`src/rtl/hotsm_sbox_sequencer.sv`:
```
// rtl/hotsm_sbox_sequencer.sv - lane/phase sequencer for a shared first-order HO-TSM S-box datapath
module hotsm_sbox_sequencer #(
  parameter int NUM_LANES = 16,
  parameter int PH0_CYC   = 1,
  parameter int PH1_CYC   = 1,
  localparam int LW       = $clog2(NUM_LANES)
) (
  input  logic          clk,
  input  logic          rst_n,
  input  logic          in_valid,
  output logic          in_ready,
  input  logic          rnd_valid,
  output logic          rnd_ack,
  input  logic          abort,
  output logic [LW-1:0] lane_sel,
  output logic          in_en,
  output logic          sub0_en,
  output logic          share2_en,
  output logic          sub1_en,
  output logic          out_valid,
  input  logic          out_ready,
  output logic          busy,
  output logic [2:0]    state
);

  localparam logic [2:0] S_IDLE = 3'd0;
  localparam logic [2:0] S_LOAD = 3'd1;
  localparam logic [2:0] S_PH0  = 3'd2;
  localparam logic [2:0] S_PH1  = 3'd3;
  localparam logic [2:0] S_DONE = 3'd4;

  // Phase counter only has to reach the longer of the two phases.
  localparam int PMAX = (PH0_CYC > PH1_CYC) ? PH0_CYC : PH1_CYC;
  localparam int PW   = (PMAX > 1) ? $clog2(PMAX) : 1;

  localparam logic [PW-1:0] PH0_LAST  = PW'(PH0_CYC - 1);
  localparam logic [PW-1:0] PH1_LAST  = PW'(PH1_CYC - 1);
  localparam logic [LW-1:0] LANE_LAST = LW'(NUM_LANES - 1);

  logic [2:0]    state_q, state_d;
  logic [LW-1:0] lane_q, lane_d;
  logic [PW-1:0] phase_q, phase_d;

  // Registered FSM state and counters; reset wins over every other input.
  always_ff @(posedge clk) begin
    if (!rst_n) begin
      state_q <= S_IDLE;
      lane_q  <= '0;
      phase_q <= '0;
    end else begin
      state_q <= state_d;
      lane_q  <= lane_d;
      phase_q <= phase_d;
    end
  end

  // Next-state logic: abort outside IDLE flushes the job, otherwise walk LOAD->PH0->PH1 per lane.
  always_comb begin
    state_d = state_q;
    lane_d  = lane_q;
    phase_d = phase_q;
    if (abort && (state_q != S_IDLE)) begin
      state_d = S_IDLE;
      lane_d  = '0;
      phase_d = '0;
    end else begin
      case (state_q)
        S_IDLE: begin
          if (in_valid && !abort) begin
            state_d = S_LOAD;
            lane_d  = '0;
            phase_d = '0;
          end
        end
        S_LOAD: begin
          if (rnd_valid) begin
            state_d = S_PH0;
            phase_d = '0;
          end
        end
        S_PH0: begin
          if (phase_q == PH0_LAST) begin
            state_d = S_PH1;
            phase_d = '0;
          end else begin
            phase_d = phase_q + PW'(1);
          end
        end
        S_PH1: begin
          if (phase_q == PH1_LAST) begin
            phase_d = '0;
            if (lane_q == LANE_LAST) begin
              state_d = S_DONE;
            end else begin
              state_d = S_LOAD;
              lane_d  = lane_q + LW'(1);
            end
          end else begin
            phase_d = phase_q + PW'(1);
          end
        end
        S_DONE: begin
          // in_valid is deliberately ignored here: no same-cycle restart.
          if (out_ready) begin
            state_d = S_IDLE;
            lane_d  = '0;
          end
        end
        default: begin
          state_d = S_IDLE;
          lane_d  = '0;
          phase_d = '0;
        end
      endcase
    end
  end

  // Strobe decode from registered state; abort kills every strobe so share 2 can never leak.
  always_comb begin
    in_ready  = (state_q == S_IDLE) && !abort;
    rnd_ack   = 1'b0;
    in_en     = 1'b0;
    sub0_en   = 1'b0;
    share2_en = 1'b0;
    sub1_en   = 1'b0;
    out_valid = 1'b0;
    if (!abort) begin
      case (state_q)
        S_LOAD: begin
          rnd_ack = rnd_valid;
          in_en   = rnd_valid;
        end
        S_PH0: begin
          sub0_en = (phase_q == PH0_LAST);
        end
        S_PH1: begin
          share2_en = 1'b1;
          sub1_en   = (phase_q == PH1_LAST);
        end
        S_DONE: begin
          out_valid = 1'b1;
        end
        default: begin
          rnd_ack = 1'b0;
        end
      endcase
    end
  end

  assign busy     = (state_q != S_IDLE);
  assign state    = state_q;
  assign lane_sel = lane_q;

endmodule

```
`config.mk`:
```
export PLATFORM = sky130hd
export DESIGN_NAME = hotsm_sbox_sequencer
export DESIGN_NICKNAME = d
export VERILOG_FILES = /design/src/rtl/hotsm_sbox_sequencer.sv
export SDC_FILE = /design/constraint.sdc
export NUM_CORES = 1
export LEC_CHECK = 0
export CAP_MARGIN = 30
export CORE_AREA = 2 2 39 41
export CTS_BUF_LIST = sky130_fd_sc_hd__clkbuf_8
export DETAILED_ROUTE_END_ITERATION = 8
export DIE_AREA = 0 0 41 43
export GPL_TIMING_DRIVEN = 0
export HOLD_SLACK_MARGIN = 0.03
export PLACE_DENSITY = 0.67
export RECOVER_POWER = 100
export SLEW_MARGIN = 10
export SYNTH_ARGS = -nofsm -noshare
export SYNTH_HDL_FRONTEND = slang
export SYNTH_SLANG_ARGS = --single-unit
```
`constraint.sdc`:
```
create_clock -name clk -period 1.7 [get_ports clk]
set_input_delay 0.425 -clock clk [delete_from_list [all_inputs] [get_ports clk]]
set_output_delay 0.425 -clock clk [all_outputs]
set_load 0.1 [all_outputs]
```
## After elaboration in Yosys (flattened, before gate mapping)

Index checks and enable logic that the tools add are counted.

- Add/sub/neg operators: 2
- Multipliers: 0
- Divide/modulo/power cells: 0
- Order comparisons: 0
- Equality and inequality tests: 11
- Shifts and indexed selects: 0
- Mux-type cells: 26
- Bitwise operators: 4
- Reduce and logical (&&, ||, !) cells: 12

Operators by type and width:

| kind | count |
|---|---|
| two-way mux 3 bit | 6 |
| two-way mux 4 bit | 4 |
| case mux 4 bit (4 select lines) | 1 |
| case mux 3 bit (5 select lines) | 1 |
| two-way mux 1 bit | 13 |
| != test 2 bit (second input constant) | 6 |
| AND reduction 5 bit | 2 |
| == test 3 x 2 -> 1 bit (second input constant) | 2 |
| OR reduction 2 bit | 3 |
| adder 4 x 1 -> 4 bit (second input constant) | 1 |
| == test 4 bit (second input constant) | 1 |
| NOT 1 bit | 4 |
| case mux 1 bit (4 select lines) | 1 |
| == test 3 x 1 -> 1 bit (second input constant) | 1 |
| == test 3 bit (second input constant) | 1 |
| logical AND 1 bit | 3 |
| logical NOT 3 bit | 1 |
| AND reduction 3 bit | 1 |
| nonzero test 3 bit | 1 |
| adder 1 bit (second input constant) | 1 |
| logical NOT 1 bit | 1 |

- Register bits after elaboration: 8
- Latch bits: 0
- Memory bits (writable): 0
- ROM bits: 0
- Input bits: 6
- Memories: 0

## Logic depth before layout (Yosys ltp)

Gate-level depths: netlist (run 1).

- Depth in word-level cells: 4
- Gate-level depth with buffers: 5
- Mapped depth without buffers: 5

## Worst setup path before layout (run 1)

OpenSTA, ideal clock, no wires.

- Path type: register -> output
- Start: register state_q[2] (netlist: state[2])
- End: output port out_valid
- Arrival time: 4.481 ns
- Required time: 1.275 ns
- Slack: -3.206 ns
- Cell stages (with the launch flop): 3
- Buffers on the path: 1
- Cells stage by stage: dfxtp_1 > buf_2 > nor4b_1

- Word-level cells in the longest chain between the ends: 3

RTL lines:

| item | line | RTL |
|---|---|---|
| start: declaration | 40 | `logic [2:0] state_q, state_d;` |
| start signal: assignment | 51 | `state_q <= state_d;` |
| == test 3 bit | 128 | `case (state_q)` |
| two-way mux 1 bit | 128 |  |
| two-way mux 1 bit | 127 | `if (!abort) begin` |
| end: declaration | 20 | `output logic out_valid,` |

Every way passes these cells.

## Worst setup path in the final report (run 1)

- Start: register state_q[1] (netlist: state[1])
- End: output port rnd_ack

- Word-level cells in the longest chain between the ends: 3

RTL lines:

| item | line | RTL |
|---|---|---|
| == test 3 x 1 -> 1 bit | 128 |  |
| two-way mux 1 bit | 128 |  |
| two-way mux 1 bit | 127 |  |
| end: declaration | 13 | `output logic rnd_ack,` |

Every way passes these cells.

==> results.tsv, run 1 <==
stage	metric	value	unit
outcome	status	finished with violations	
outcome	failing checks	negative setup slack	
logic_synthesis	Synth warnings	0	
drt	antenna viol nets, final	0	
timing	clk_skew	0.000322	ns
logic_synthesis	adder-cell area share of the yosys netlist	2.65	%
global_routing	Total GRT Usage	19.6	%
worst_setup_path	worst path required time	1.27	ns
final_layout	sequential cell area	145	sq um
power_and_ir_drop	Leak	0.407	nW
logic_synthesis	Post-Synth XOR/XNOR Area	0	%
die	die width	41	microns
clock_network	clock root cell	clkbuf_8	
global_routing	largest net degree at the start of global routing	8	
worst_setup_path	Setup crit start kind	flop	
timing	Final setup viols	13	
power_and_ir_drop	Power per Cell Area	679	nW/um^2
clock_network	clock slew at reported path FFs	0.04	ns
worst_setup_path	reg-to-reg slack, setup	0.05	ns
logic_synthesis	syn_area_per_cell	8.76	sq um
timing	count of pins over their slew limit	0	
global_routing	initial antenna violation count	0	
clock_network	TritonCTS Buffers	3	
logic_synthesis	largest family of logic cells by synthesized area	simple AND/OR/NAND/NOR gates	
clock_network	TritonCTS Sinks	7	
final_layout	P&R area growth vs syn	114	%
timing	fin crit share	114	%
die	Initial Util	34.2	%
drt	Via Count	542	
worst_setup_path	Critical Path End	rnd_ack	
drt	Vias/cell	5.11	
logic_synthesis	Post-Syn Area	473	sq um
logic_synthesis	top_reg_cell synth	dfxtp_1	
worst_setup_path	R2R depth	5	
timing	Final min period	1.94	ns
logic_synthesis	syn_nets	61	
worst_setup_path	Crit. Startpoint	state[1]	
final_layout	antenna cells	0	
placed_design	number of I/O port buffers	20	
final_layout	layout cells sized above 1	53.3	%
die	io pins	21	
final_layout	multi-input logic area	343	sq um
placed_design	Final HPWL DP	894	microns
clock_network	H-tree depth	1	
logic_synthesis	count of cell types in the netlist	32	
logic_synthesis	simple-gate area share of the yosys netlist	32.0	%
worst_setup_path	reg2reg end	lane_sel[0]	
drt	wire per inst	13.6	microns
logic_synthesis	Yosys reg bits	7	
logic_synthesis	Mapped Cells	54	
timing	Final WS setup	-0.242	ns
logic_synthesis	multiplexer area fraction after synthesis	4.50	%
worst_setup_path	Crit. End Element	primary output	
logic_synthesis	Post-synth EDFFs	0	
die	FP Rows	14	
job	# Max-Cap Violations	0	
global_routing	first-pass GRT wire length	2340	microns
global_routing	GR Overflow Total	0	
clock_network	Longest Clk Path Bufs	2	
timing	Worst Max-Slew Pin Slew	0.951	ns
drt	Total Routed Length	1440	microns
logic_synthesis	Compound-Gate Fraction of Synth Area	25.1	%
placed_design	GPL Wtd Cong	0.773	
die	core area	1380	sq um
final_layout	most frequent cells in the layout	buf_4 (10), buf_12 (8), clkdlybuf4s15_2 (7), buf_6 (5), dfxtp_1 (5)	
logic_synthesis	post-synthesis sequential area ratio	29.6	%
timing	setup repair after global routing missed its margin	true	
final_layout	commonest non-fill, non-tap cell in the layout	buf_4	
worst_setup_path	crit-path max FO	5	
clock_network	CTS tree	yes	
timing	Max-Slew Margin vs Limit	36.9	%
global_routing	vias in the first global route	529	
final_layout	# fillers	99	
final_layout	end-of-flow core utilization	73.1	%
worst_setup_path	worst r2r src	state[2]	
drt	1st-pass router iterations	4	
drt	initial drt markers	5	
die	Die Y	43	microns
timing	Final Hold Fails	0	
final_layout	Nets	98	
drt	drt drc	0	
timing	upper clock frequency limit	515	MHz
min_path	Worst Hold Class	reg -> reg	
logic_synthesis	ys async rst share	0	%
worst_setup_path	Critical Path AT	1.52	ns
worst_setup_path	critical path class	reg -> out	
clock_network	Worst-Skew Late Latency	0.23	ns
power_and_ir_drop	maximum VDD drop	0.452	mV
die	Die ar.	1760	sq um
timing	WHS	0.507	ns
where the power goes:
| part | total (mW) | switching, mW | internal [mW] |
|---|---|---|---|
| Combinational | 0.286 | 0.173 | 0.112 |
| Sequential | 0.173 | 0.00387 | 0.169 |
| Clock | 0.228 | 0.0723 | 0.156 |
| Total | 0.687 | 0.249 | 0.437 |
cell families after synthesis:
logic type | after synthesis
adders and majority gates | 1
DFF | 7
buffers and inverters | 5
AOI/OAI and AO/OA | 13
and+or+nand+nor | 26
muxes | 2
stage by stage:
| step | power [mW] | std cells | worst slack, ns | setup TNS [ns] | instance area (sq um) |
|---|---|---|---|---|---|
| CTS | 0.692 | 104 | -0.234 | -1.15 | 1030 |
| global route | 0.717 | 106 | -0.294 | -2.28 | 1010 |
| floorplan | 0.363 | 54 | -0.727 | -3.26 | 591 |
| detailed placement | 0.418 | 90 | -1.38 | -14.56 | 811 |
| global placement | 0.416 | 90 | -1.38 | -14.51 | 811 |
| finish | 0.687 | 106 | -0.242 | -1.49 | 1010 |
flip-flops by register name, summed over array words and instances, names as in the netlist:
name	flops
state	3
lane_sel	4
synthesized netlist by cell type, types with 2 or more instances:
master | n | area share [%]
nand2_1 | 3 | 2.4
buf_4 | 2 | 3.2
dfxtp_1 | 7 | 30
o21ai_0 | 2 | 2.1
nor2_1 | 5 | 4.0
nand3_1 | 3 | 3.2
buf_2 | 2 | 2.1
nand3b_1 | 2 | 3.2
nor3_1 | 4 | 4.2
a31oi_1 | 2 | 2.6
worst min path at each step:
stage | from | endpoint | slack, ns | cells past startpoint
after floorplan | rst_n | state[2] | 0.58 | 2
after global placement | lane_sel[3] | lane_sel[3] | 0.45 | 1
after detailed placement | lane_sel[3] | lane_sel[3] | 0.46 | 1
after CTS | lane_sel[3] | lane_sel[3] | 0.46 | 1
after global routing | lane_sel[3] | lane_sel[3] | 0.52 | 1
final | lane_sel[1] | lane_sel[1] | 0.51 | 2
worst max-delay path: stages (launching register included):
cell and delay, ns:
dfxtp_4 0.34, clkbuf_16 0.14, nand3b_1 0.23, nor3_4 0.28, buf_12 0.14, buf_12 0.16
final cells by class:
cell class / count / area share, %
buffer: 5 / 9.03
clock buffer: 3 / 4.08
clock inverter: 1 / 0.371
multi-input combinational: 42 / 33.9
sequential: 7 / 14.4
tap: 16 / 1.98
timing repair buffer: 32 / 36.3
per-layer routing:
metal,vias up,GRT usage (%),wire (microns)
met4,0,8.00,19
li1,270,-,-
met3,4,5.24,96
met5,-,0,0
met1,246,21.9,542
met2,22,32.8,782
repair_timing:
item	in CTS	in global routing
hold buffers	0	0
pin swaps	6	3
hold endpoints to repair	0	0
setup endpoints to repair	21	9
resized for setup	96	1
buffers inserted	10	2
No activity file was read; power rests on OpenSTA's default activity.
==> run 2: changes to the inputs <==
--- a/config.mk
+++ b/config.mk
@@ -12,7 +12,7 @@
 export DIE_AREA = 0 0 41 43
 export GPL_TIMING_DRIVEN = 0
 export HOLD_SLACK_MARGIN = 0.03
-export PLACE_DENSITY = 0.67
+export PLACE_DENSITY = 0.77
 export RECOVER_POWER = 100
 export SLEW_MARGIN = 10
 export SYNTH_ARGS = -nofsm -noshare
==> results.tsv, run 2 (synthesis gave the netlist of run 1 again) <==
stage	metric	value	unit
clock_network	CTS tree	yes	
drt	Vias/cell	5.14	
die	die width	41	microns
outcome	failing checks	negative setup slack	
die	Die Y	43	microns
drt	Via Count	550	
final_layout	commonest non-fill, non-tap cell in the layout	buf_4	
outcome	status	finished with violations	
timing	count of pins over their slew limit	0	
placed_design	Final HPWL DP	892	microns
worst_setup_path	R2R depth	4	
timing	clk_skew	0.000240	ns
timing	Final Hold Fails	0	
clock_network	clock slew at reported path FFs	0.04	ns
worst_setup_path	worst path required time	1.27	ns
timing	Final min period	1.95	ns
power_and_ir_drop	maximum VDD drop	0.623	mV
final_layout	max reg flops	4	
job	# Max-Cap Violations	0	
timing	setup repair after global routing missed its margin	true	
placed_design	GPL Wtd Cong	0.792	
die	Die ar.	1760	sq um
die	io pins	21	
die	FP Rows	14	
clock_network	TritonCTS Sinks	7	
placed_design	placed insts	90	
final_layout	antenna cells	0	
drt	drt drc	0	
clock_network	Worst-Skew Late Latency	0.23	ns
drt	antenna viol nets, final	0	
min_path	Worst Hold Class	reg -> reg	
power_and_ir_drop	Tot Pwr	701	uW
placed_design	number of I/O port buffers	20	
worst_setup_path	Critical Path AT	1.53	ns
final_layout	P&R area growth vs syn	122	%
drt	initial drt markers	3	
drt	1st-pass router iterations	2	
global_routing	largest net degree at the start of global routing	11	
global_routing	Total GRT Usage	18.9	%
clock_network	H-tree depth	1	
power_and_ir_drop	Power per Cell Area	668	nW/um^2
global_routing	initial antenna violation count	0	
final_layout	# fillers	96	
clock_network	TritonCTS Buffers	3	
placed_design	Area after DPL	811	sq um
global_routing	first-pass GRT wire length	2240	microns
final_layout	fin area	1050	sq um
final_layout	Nets	99	
final_layout	layout cells sized above 1	56.0	%
timing	Worst Max-Slew Pin Slew	0.962	ns
final_layout	Layout Cells excl Fill	107	
min_path	hold-critical path depth	2	
die	Initial Util	34.2	%
timing	upper clock frequency limit	513	MHz
drt	wire per inst	14.1	microns
worst_setup_path	critical path class	reg -> out	
timing	Final WS setup	-0.250	ns
worst_setup_path	Setup crit start kind	flop	
timing	fin crit share	115	%
final_layout	most frequent cells in the layout	buf_4 (13), buf_12 (8), clkdlybuf4s15_2 (7), dfxtp_1 (4)	
worst_setup_path	crit-path max FO	5	
worst_setup_path	Crit. End Element	primary output	
die	core area	1380	sq um
timing	Max-Slew Margin vs Limit	36.1	%
clock_network	CTS hold repair buffers	0	
timing	WHS	0.502	ns
power_and_ir_drop	Leak	0.422	nW
clock_network	Longest Clk Path Bufs	2	
clock_network	clock root cell	clkbuf_8	
drt	Total Routed Length	1510	microns
timing	setup TNS	-1.10	ns
timing	Final setup viols	7	
global_routing	vias in the first global route	533	
final_layout	end-of-flow core utilization	75.9	%
placed_design	dpl ws	-1.40	ns
global_routing	GR Overflow Total	0	
run 2: layout make-up:
cell class	instances	area (sq um)	share of cell area, %
Timing Repair Buffer	34	394	37.5
Multi-Input combinational cell	42	362	34.4
Sequential cell	7	149	14.2
Buffer	4	80.1	7.63
Clock buffer	3	41.3	3.93
Tap cell	16	20.0	1.91
Clock inverter	1	3.75	0.358
run 2: timing repair:
item | 4_1_cts | 5_1_grt
gates resized for setup | 94 | 6
gates cloned | 0 | 0
buffers inserted | 9 | 5
endpoints found under the setup margin | 21 | 11
pin swaps | 5 | 4
run 2: final timing paths:
| kind | startpoint | end | slack [ns] |
|---|---|---|---|
| setup / recovery | state[1] | in_en | -0.25 |
| hold / removal | lane_sel[1] | lane_sel[1] | 0.50 |
| setup reg to reg | lane_sel[0] | state[0] | 0.18 |
| hold reg to reg | lane_sel[1] | lane_sel[1] | 0.50 |
run 2: layer usage:
metal / up-vias / wire, microns / GRT usage, %
li1: 272 / - / -
met1: 250 / 661 / 21.8
met2: 22 / 713 / 29.4
met3: 6 / 93 / 4.19
met4: 0 / 44 / 12.0
met5: - / 0 / 0
run 2: where the power goes:
part           total, mW  switching [mW]  internal [mW]
registers          0.176         0.00652          0.169
clock network      0.229          0.0725          0.156
logic              0.297           0.178          0.119
total              0.701           0.257          0.444
run 2: worst max-delay path, stage by stage (launching register included):
cell and delay [ns]:
dfxtp_4 0.35, clkbuf_16 0.14, nand3b_1 0.22, nor3_4 0.28
buf_6 0.14, buf_12 0.16
